`src/rtl/reg_file_pkg.sv`:
```
// Shared register-file constants and the index-encoder state type.
// Contents:
//   N       - number of registers (mask width)
//   W       - register index width, $clog2(N)
//   state_e - index encoder control state {IDLE, SCAN}
package reg_file_pkg;

  localparam int N = 32;
  localparam int W = $clog2(N);

  typedef enum logic {
    IDLE = 1'b0,
    SCAN = 1'b1
  } state_e;

endpackage

```
`src/rtl/prio_enc_32_to_5.sv`:
```
// Combinational lowest-set-bit priority encoder.
// Ports:
//   vec  in  N  multi-hot input vector
//   idx  out W  position of the lowest set bit of vec (0 when vec is 0)
//   any  out 1  vec has at least one bit set
module prio_enc_32_to_5
  import reg_file_pkg::*;
(
  input  logic [N-1:0] vec,
  output logic [W-1:0] idx,
  output logic         any
);

  // Scan from the top down so the lowest set bit is the last one written.
  always_comb begin
    idx = '0;
    for (int i = N - 1; i >= 0; i--) begin
      if (vec[i]) idx = W'(i);
    end
  end

  assign any = |vec;

endmodule

```
`src/rtl/reg_index_encoder.sv`:
```
// Sequential 32-to-5 index encoder for the register-file write-back path.
// Takes a multi-hot register mask and streams out the index of each set
// bit, lowest first, one per idx handshake.
// Ports:
//   clk, rst_n             clock, asynchronous active-low reset
//   flush                  synchronous abort of the pending batch
//   req_valid/req_ready    mask handshake, req_mask is the register mask
//   idx_valid/idx_ready    index handshake
//   idx, idx_last          current index and final-bit-of-batch flag
//   zero_drop              one-cycle pulse after an all-zero mask is accepted
//   pending                bits not yet issued (observability)
module reg_index_encoder
  import reg_file_pkg::*;
(
  input  logic         clk,
  input  logic         rst_n,
  input  logic         flush,
  input  logic         req_valid,
  output logic         req_ready,
  input  logic [N-1:0] req_mask,
  output logic         idx_valid,
  input  logic         idx_ready,
  output logic [W-1:0] idx,
  output logic         idx_last,
  output logic         zero_drop,
  output logic [N-1:0] pending
);

  state_e       state_q, state_d;
  logic [N-1:0] pending_q, pending_d;
  logic         zero_drop_q, zero_drop_d;

  logic [W-1:0] enc_idx;
  logic         enc_any;
  logic [N-1:0] idx_onehot;
  logic         single_bit;
  logic         idx_hs;
  logic         req_hs;

  prio_enc_32_to_5 u_prio_enc (
    .vec (pending_q),
    .idx (enc_idx),
    .any (enc_any)
  );

  // Outputs depend only on registered state and pending, so they hold
  // steady under backpressure.
  assign single_bit = ((pending_q & (pending_q - N'(1))) == '0);
  assign idx_valid  = (state_q == SCAN) && enc_any;
  assign idx        = idx_valid ? enc_idx : '0;
  assign idx_last   = idx_valid && single_bit;
  assign idx_onehot = N'(1) << enc_idx;

  assign idx_hs    = idx_valid && idx_ready;
  // A new mask is taken in IDLE, or in SCAN only on the final handshake so
  // the next batch follows without a bubble.
  assign req_ready = !flush && ((state_q == IDLE) || (idx_hs && idx_last));
  assign req_hs    = req_valid && req_ready;

  assign zero_drop = zero_drop_q;
  assign pending   = pending_q;

  always_comb begin
    state_d     = state_q;
    pending_d   = pending_q;
    zero_drop_d = 1'b0;

    if (idx_hs) begin
      pending_d = pending_q & ~idx_onehot;
      if (idx_last) state_d = IDLE;
    end

    if (req_hs) begin
      if (req_mask != '0) begin
        pending_d = req_mask;
        state_d   = SCAN;
      end else begin
        zero_drop_d = 1'b1;
        state_d     = IDLE;
      end
    end

    // Flush wins; a handshake in this cycle has already been consumed above.
    if (flush) begin
      pending_d = '0;
      state_d   = IDLE;
    end
  end

  always_ff @(posedge clk or negedge rst_n) begin
    if (!rst_n) begin
      state_q     <= IDLE;
      pending_q   <= '0;
      zero_drop_q <= 1'b0;
    end else begin
      state_q     <= state_d;
      pending_q   <= pending_d;
      zero_drop_q <= zero_drop_d;
    end
  end

endmodule

```
`config.mk`:
```
export PLATFORM = sky130hd
export DESIGN_NAME = reg_index_encoder
export DESIGN_NICKNAME = d
export VERILOG_FILES = /design/src/rtl/reg_file_pkg.sv /design/src/rtl/prio_enc_32_to_5.sv /design/src/rtl/reg_index_encoder.sv
export SDC_FILE = /design/constraint.sdc
export NUM_CORES = 1
export LEC_CHECK = 0
export ABC_AREA = 1
export BUFFER_PORTS_ARGS = -buffer_cell sky130_fd_sc_hd__buf_2
export CORE_AREA = 4 4 115 117
export CTS_BUF_LIST = sky130_fd_sc_hd__clkbuf_16
export DETAILED_ROUTE_END_ITERATION = 8
export DIE_AREA = 0 0 119 121
export HOLD_SLACK_MARGIN = 0.15
export PLACE_DENSITY = 0.44
export SLEW_MARGIN = 5
export SYNTH_ARGS = -nofsm -noshare
export SYNTH_HDL_FRONTEND = slang
export SYNTH_SLANG_ARGS = --single-unit
```
`constraint.sdc`:
```
create_clock -name clk -period 2.7 [get_ports clk]
set_input_delay 0.54 -clock clk [delete_from_list [all_inputs] [get_ports clk]]
set_output_delay 0.54 -clock clk [all_outputs]
set_load 0.005 [all_outputs]
```
==> flow_summary.yaml, run 1 <==
synthesis:
  synth_top_area_cell: "dfrtp_1"
  synth.most_common_cell: "nand2_1"
  synth_area_sq_mm: 0.002990
  synth_common_cells: "nand2_1, o21ai_0, nor2_1"
  ys.flop_type: "dfrtp_1"
  ys_seq_elements: 34
  synth_nets: 536
  synth_cell_types: 34
  synth_edf_count: 0
  syn_area_per_cell_sq_um: 5.993
  ys_seq_area_frac: 0.2845
  netlist_instances: 499
  synthArstFlopShare: 1.000
  synth_top_cell_area_share: 0.2845
  synth.area.top_cells: "dfrtp_1, nand2_1, o21ai_0"
  yosys_warnings: 0
clock_network:
  clkSinkCount: 34
  clkTransAtPathRegs_ns: 0.06
  clock_latency_ns: 0.29
  clockBufferDepth: 2
  numCtsBuffers: 5
  cts-root-buf: "clkbuf_16"
  htree_num_levels: 2
  cts_tree: "yes"
drt:
  highest_layer: "met4"
  met2WireLength_mm: 5.769
  wl_mm: 11.97
  wl_met3_microns: 600
  ant_nets: 0
  vias: 3772
  drt-pass1-iter-count: 4
  vias_per_cell: 4.464
  drt_iter0_drc: 230
  drc: 0
  wl_per_cell_microns: 14.17
  routedLengthMet1_mm: 5.376
critical_path:
  critPathArrivalTime_ns: 2.73
  cpLargestDelayFamily: "simple AND/OR/NAND/NOR gates"
  cp.depth: 18
  worstPathMaxFanout: 3
  reg2reg_from: "pending[4]"
  path_common_cell: "nor2_4"
  rr_endpoint: "pending[20]"
  ff2ff_setup_slack_ns: -0.33
  slowest_delay_ns: 0.38
  crit_chain: "nor2_2, nand2_2, nor2_8, nand2_4, nor2_4, nand2_4, nor2_4, buf_4, buf_4, inv_1, a221oi_1, nand4_1, nor2_2, nand2_1, nand2_2, inv_2, nor2_4, buf_2"
  r2r_cells: 22
  endpoint: "req_ready"
  cp_slowest_cell: "dfrtp_1"
  path_buf_inv: 5
  path_class: "register to primary output"
  startpoint: "pending[4]"
  critPathRequiredTime_ns: 2.16
  cp-start-kind: "register"
  critPathCaptureType: "primary output"
floorplan:
  initial_core_util: 0.2419
  dieWidth_microns: 119
  rows: 41
  die_h_microns: 121
  die_area_sq_mm: 0.01440
  fp.coreArea_sq_mm: 0.01236
  num_io_pins: 78
power_and_ir_drop:
  p_clk_frac: 0.265
  powerDensity_mw_per_mm2: 455.9
  leakage_nw: 2.509
  p_comb_frac: 0.468
  p_switching_mw: 0.8206
  ir_drop_v: 0.0001984
  total_power_mw: 2.162
  internal_power_mw: 1.341
  power_frac_seq: 0.267
  swShare: 0.3796
timing:
  finClkSkew_ns: 0.004603
  max_freq_ghz: 0.3058
  hold_violations: 0
  rsz0062_at_grt: "true"
  slew_violations: 0
  hold_ws_ns: 0.3707
  min_period_over_period: 1.211
  tightest_slew_ns: 0.8665
  slew-limit-headroom: 0.4224
  setup_viol: 37
  period_needed_ns: 3.270
  worst_slack_ns: -0.5703
grt:
  grt_pass1_wl_mm: 19.23
  antenna_found_initial: 0
  grt_pass1_vias: 3732
  grt_max_degree: 35
  gr-total-overflow: 0
  grtUsageTotal: 0.1693
status:
  violations: "setup timing"
  status: "complete, but fails checks"
cells_and_area:
  finalInstanceArea_sq_mm: 0.004742
  drive_gt1_frac: 0.3819
  register_area_sq_um: 850.8
  synthToLayoutAreaGrowth_pct: 58.58
  nets: 709
  n_fill_cell: 1354
  diodes: 0
  multi_input_area_sq_mm: 0.001986
placed_design:
  place.gp.congestion: 0.8491
  portBuffers: 77
  hpwl_mm: 8.524
  dpl_cell_area_sq_mm: 0.004165
run:
  drv_cap: 0
min_path:
  worstHoldPathType: "input port to asynchronous set/reset pin"
layer usage:
| layer | global-route usage | up-vias |
|---|---|---|
| met3 | 0.02331 | 15 |
| li1 | - | 1939 |
| met4 | 0.04490 | 0 |
| met2 | 0.2921 | 94 |
| met5 | 0 | - |
| met1 | 0.2220 | 1724 |
power by group through the flow:
stage | Sequential [mW] | Clock [mW] | Combinational [mW]
floorplan | 0.604 | 0 | 0.442
CTS | 0.577 | 0.588 | 1.00
detailed placement | 0.586 | 0 | 0.868
global placement | 0.585 | 0 | 0.866
finish | 0.577 | 0.573 | 1.01
global route | 0.583 | 0.598 | 1.13
logic make-up (layout without fill, tap and decap cells):
group                  count (synthesis)  after routing  share of synthesized area
flip-flops                            34             34                     0.2845
AND/OR/NAND/NOR                      297            297                     0.4280
AO/OA/AOI/OAI                         93             93                     0.1778
buffers and inverters                 75            249                     0.1096
state kept, by name, indices dropped and copies added (netlist names):
signal     count
pending       32
state_q        1
zero_drop      1
worst min path at each step:
| stage | start | endpoint | slack (ns) | cells after the start |
|---|---|---|---|---|
| after detailed placement | state_q | state_q | 0.70 | 3 |
| after floorplan | rst_n | pending[0] | 0.24 | 0 |
| after CTS | rst_n | pending[2] | 0.41 | 1 |
| after global routing | rst_n | pending[28] | 0.44 | 1 |
| final | rst_n | pending[28] | 0.37 | 1 |
| after global placement | state_q | state_q | 0.67 | 3 |
cell usage in the layout, fill, tap and decap left out, types with 8 or more instances in the layout:
cell	n
nand2_1	172
buf_4	95
buf_2	76
o21ai_0	64
nor2_1	59
inv_1	48
dfrtp_1	34
nand2_2	19
nor2_4	8
nor2_2	8
nor4_1	8
o31ai_1	8
final cells by class:
type / instances / share of cell area
Clock inverter: 3 / 0.002639
Timing Repair Buffer: 183 / 0.2715
Inverter: 55 / 0.04670
Tap cell: 172 / 0.04538
Timing Repair inverter: 3 / 0.009235
Clock buffer: 5 / 0.02639
Multi-Input combinational cell: 390 / 0.4187
Sequential cell: 34 / 0.1794
worst reg2reg max path: cells and delay by family (launching register included):
kind	cells	cell delay [ns]
compound gates	1	0.34
buf+inv	6	0.71
flops	1	0.38
simple gates	15	1.54
what timing repair did:
action | 4_1_cts | 5_1_grt
pin swaps | 6 | 4
hold buffers | 0 | 0
cloned | 5 | 0
hold endpoints to repair | 0 | 0
resized for setup | 55 | 19
setup endpoints to repair | 40 | 41
buffers inserted | 20 | 7
per-stage QoR:
step,util,instances,setup slack [ns],TNS (ns)
6_report,0.3836,845,-0.5703,-10.82
5_1_grt,0.3836,845,-0.8048,-21.70
4_1_cts,0.3822,845,-0.6244,-21.25
3_5_place_dp,0.3369,814,-0.3645,-10.15
3_3_place_gp,0.3369,814,-0.3661,-9.460
2_1_floorplan,-,499,-0.07404,-0.07404
(Power assumes the default switching activity.)
==> run 2: changes to the inputs <==
Settings changed: CORE_AREA 4 4 115 117 to 4 4 123 125, DIE_AREA 0 0 119 121 to 0 0 127 129, PLACE_DENSITY 0.44 to 0.43, SYNTH_HIERARCHICAL from default to 1.
Clock period 2.7 ns to 2.81 ns, I/O delays scaled along.
==> run 2 against run 1 <==
  * The flow still finishes with violations (setup timing)
  * Utilization decreased by 1.0 points
  * Combinational power increased by 28%
  * Global-route usage increased by 2.1 points
  * Total power up 9.5%
  * Via count is 23% higher
  * Sequential power decreased by 4.0%
  * Critical path depth grew 8
  * Clock power fell by 9.4%
==> flow_summary.yaml, run 2 <==
timing:
  tightest_slew_ns: 0.8243
  slew_violations: 0
  slew-limit-headroom: 0.4504
  min_period_over_period: 1.148
  rsz0062_at_grt: "true"
  hold_ws_ns: 0.3777
  worst_slack_ns: -0.4146
  period_needed_ns: 3.225
  setup_viol: 37
  hold_violations: 0
  finClkSkew_ns: 0.005548
  max_freq_ghz: 0.3101
clock_network:
  clkTransAtPathRegs_ns: 0.05
  cts_tree: "yes"
  clockBufferDepth: 2
  clkSinkCount: 34
  htree_num_levels: 2
  cts-root-buf: "clkbuf_16"
  clock_latency_ns: 0.28
  numCtsBuffers: 5
drt:
  vias: 4642
  wl_per_cell_microns: 16.83
  drt_iter0_drc: 345
  drc: 0
  vias_per_cell: 4.938
  drt-pass1-iter-count: 6
  wl_mm: 15.82
  ant_nets: 0
power_and_ir_drop:
  powerDensity_mw_per_mm2: 457.0
  ir_drop_v: 0.0002016
  leakage_nw: 2.605
critical_path:
  path_class: "register to register"
  startpoint: "pending[31]"
  critPathRequiredTime_ns: 2.96
  critPathCaptureType: "register"
  critPathArrivalTime_ns: 3.38
  reg2reg_from: "pending[31]"
  cp_slowest_cell: "dfrtp_1"
  worstPathMaxFanout: 8
  path_common_cell: "nand2_1"
  slowest_delay_ns: 0.37
  cp-start-kind: "register"
floorplan:
  initial_core_util: 0.2482
  dieWidth_microns: 127
  die_h_microns: 129
  fp.coreArea_sq_mm: 0.01388
  die_area_sq_mm: 0.01638
  rows: 43
  num_io_pins: 78
status:
  violations: "setup timing"
  status: "complete, but fails checks"
cells_and_area:
  largest_reg_flops: 32
  diodes: 0
  final_cells: 940
  postLayoutCoreUtil: 0.3731
  synthToLayoutAreaGrowth_pct: 50.35
  nets: 798
  layout_common_cells: "nand2_1, nor2_1, buf_4, buf_2, nand4_1"
  drive_gt1_frac: 0.3434
  mostFrequentLayoutCell: "nand2_1"
  n_fill_cell: 1515
synthesis:
  yosys_warnings: 6
  synth_area_sq_mm: 0.003445
  synth_common_cells: "nand2_1, nor2_1, o21ai_0"
  synth_nets: 645
  syn_area_per_cell_sq_um: 5.665
  ys_seq_elements: 34
  ys.flop_type: "dfrtp_1"
  synth_cell_types: 35
  synth.area.top_cells: "dfrtp_1, nand2_1, nor2_1"
  netlist_instances: 608
  ys_seq_area_frac: 0.2470
  synth_edf_count: 0
  synth.most_common_cell: "nand2_1"
  synth_top_area_cell: "dfrtp_1"
  synthArstFlopShare: 1.000
  synth_top_cell_area_share: 0.2470
grt:
  grt_pass1_wl_mm: 24.24
  grtUsageTotal: 0.1903
  antenna_found_initial: 0
  gr-total-overflow: 0
  grt_max_degree: 44
  grt_pass1_vias: 4390
placed_design:
  hpwl_mm: 12.34
  place.gp.congestion: 0.9091
  place_inst: 911
  portBuffers: 77
min_path:
  worstHoldPathType: "input port to asynchronous set/reset pin"
run:
  drv_cap: 0
## run 2: cell families (layout without fill, tap and decap cells)
group	Yosys count	in the layout	share of synthesized area
AOI/OAI and AO/OA	88	88	0.1344
buffers and inverters	80	232	0.1032
DFF	34	34	0.2470
and+or+nand+nor	406	406	0.5154
## run 2: critical path: cells and delay by family (launching register included)
| kind | cells | cell delay (ns) |
|---|---|---|
| and+or+nand+nor | 13 | 1.00 |
| AOI/OAI and AO/OA | 7 | 1.03 |
| buffers and inverters | 6 | 0.71 |
| DFF | 1 | 0.37 |
## run 2: layer usage
layer  GRT usage  vias up  routed length [microns]
li1            -     2331                        -
met1      0.2519     2120                     7065
met2      0.3269      158                     7530
met3     0.02366       33                      770
met4     0.05426        0                      451
met5           0        -                        0
## run 2: final timing paths
| path | end | slack [ns] | cells past startpoint |
|---|---|---|---|
| max | pending[13] | -0.41 | 26 |
| min | pending[0] | 0.38 | 1 |
| max reg2reg | pending[13] | -0.41 | 26 |
| min reg2reg | pending[20] | 0.68 | 4 |
| max in group asynchronous | pending[30] | 1.90 | 1 |
| min in group clk | pending[16] | 0.64 | 5 |
## run 2: through the flow
step / worst slack, ns / setup TNS [ns] / power (mW) / area, sq um
detailed placement: -0.4291 / -10.30 / 1.614 / 4544
global placement: -0.4441 / -10.45 / 1.616 / 4544
CTS: -0.4172 / -10.03 / 2.257 / 4912
finish: -0.4146 / -10.41 / 2.367 / 5179
floorplan: 0.01211 / 0 / 1.160 / 3447
global route: -0.7549 / -22.27 / 2.516 / 5179
## run 2: repair_timing
item,in CTS,in global routing
resized for setup,89,56
buffers inserted,11,14
setup endpoints to repair,39,42
pin swaps,54,60
hold buffers,0,0
## run 2: final cells by class
cell class | instances | area, sq um | share of cell area
inverter | 50 | 232.7 | 0.04494
clock inverter | 1 | 3.754 | 0.0007248
multi-input combinational | 494 | 2514 | 0.4854
sequential | 34 | 850.8 | 0.1643
tap | 180 | 225.2 | 0.04349
timing repair buffer | 176 | 1227 | 0.2370
clock buffer | 5 | 125.1 | 0.02416
## run 2: where the power goes
group	internal [mW]	total (mW)	switching, mW
clock	0.315	0.519	0.204
combinational	0.523	1.29	0.771
sequential	0.525	0.554	0.0290
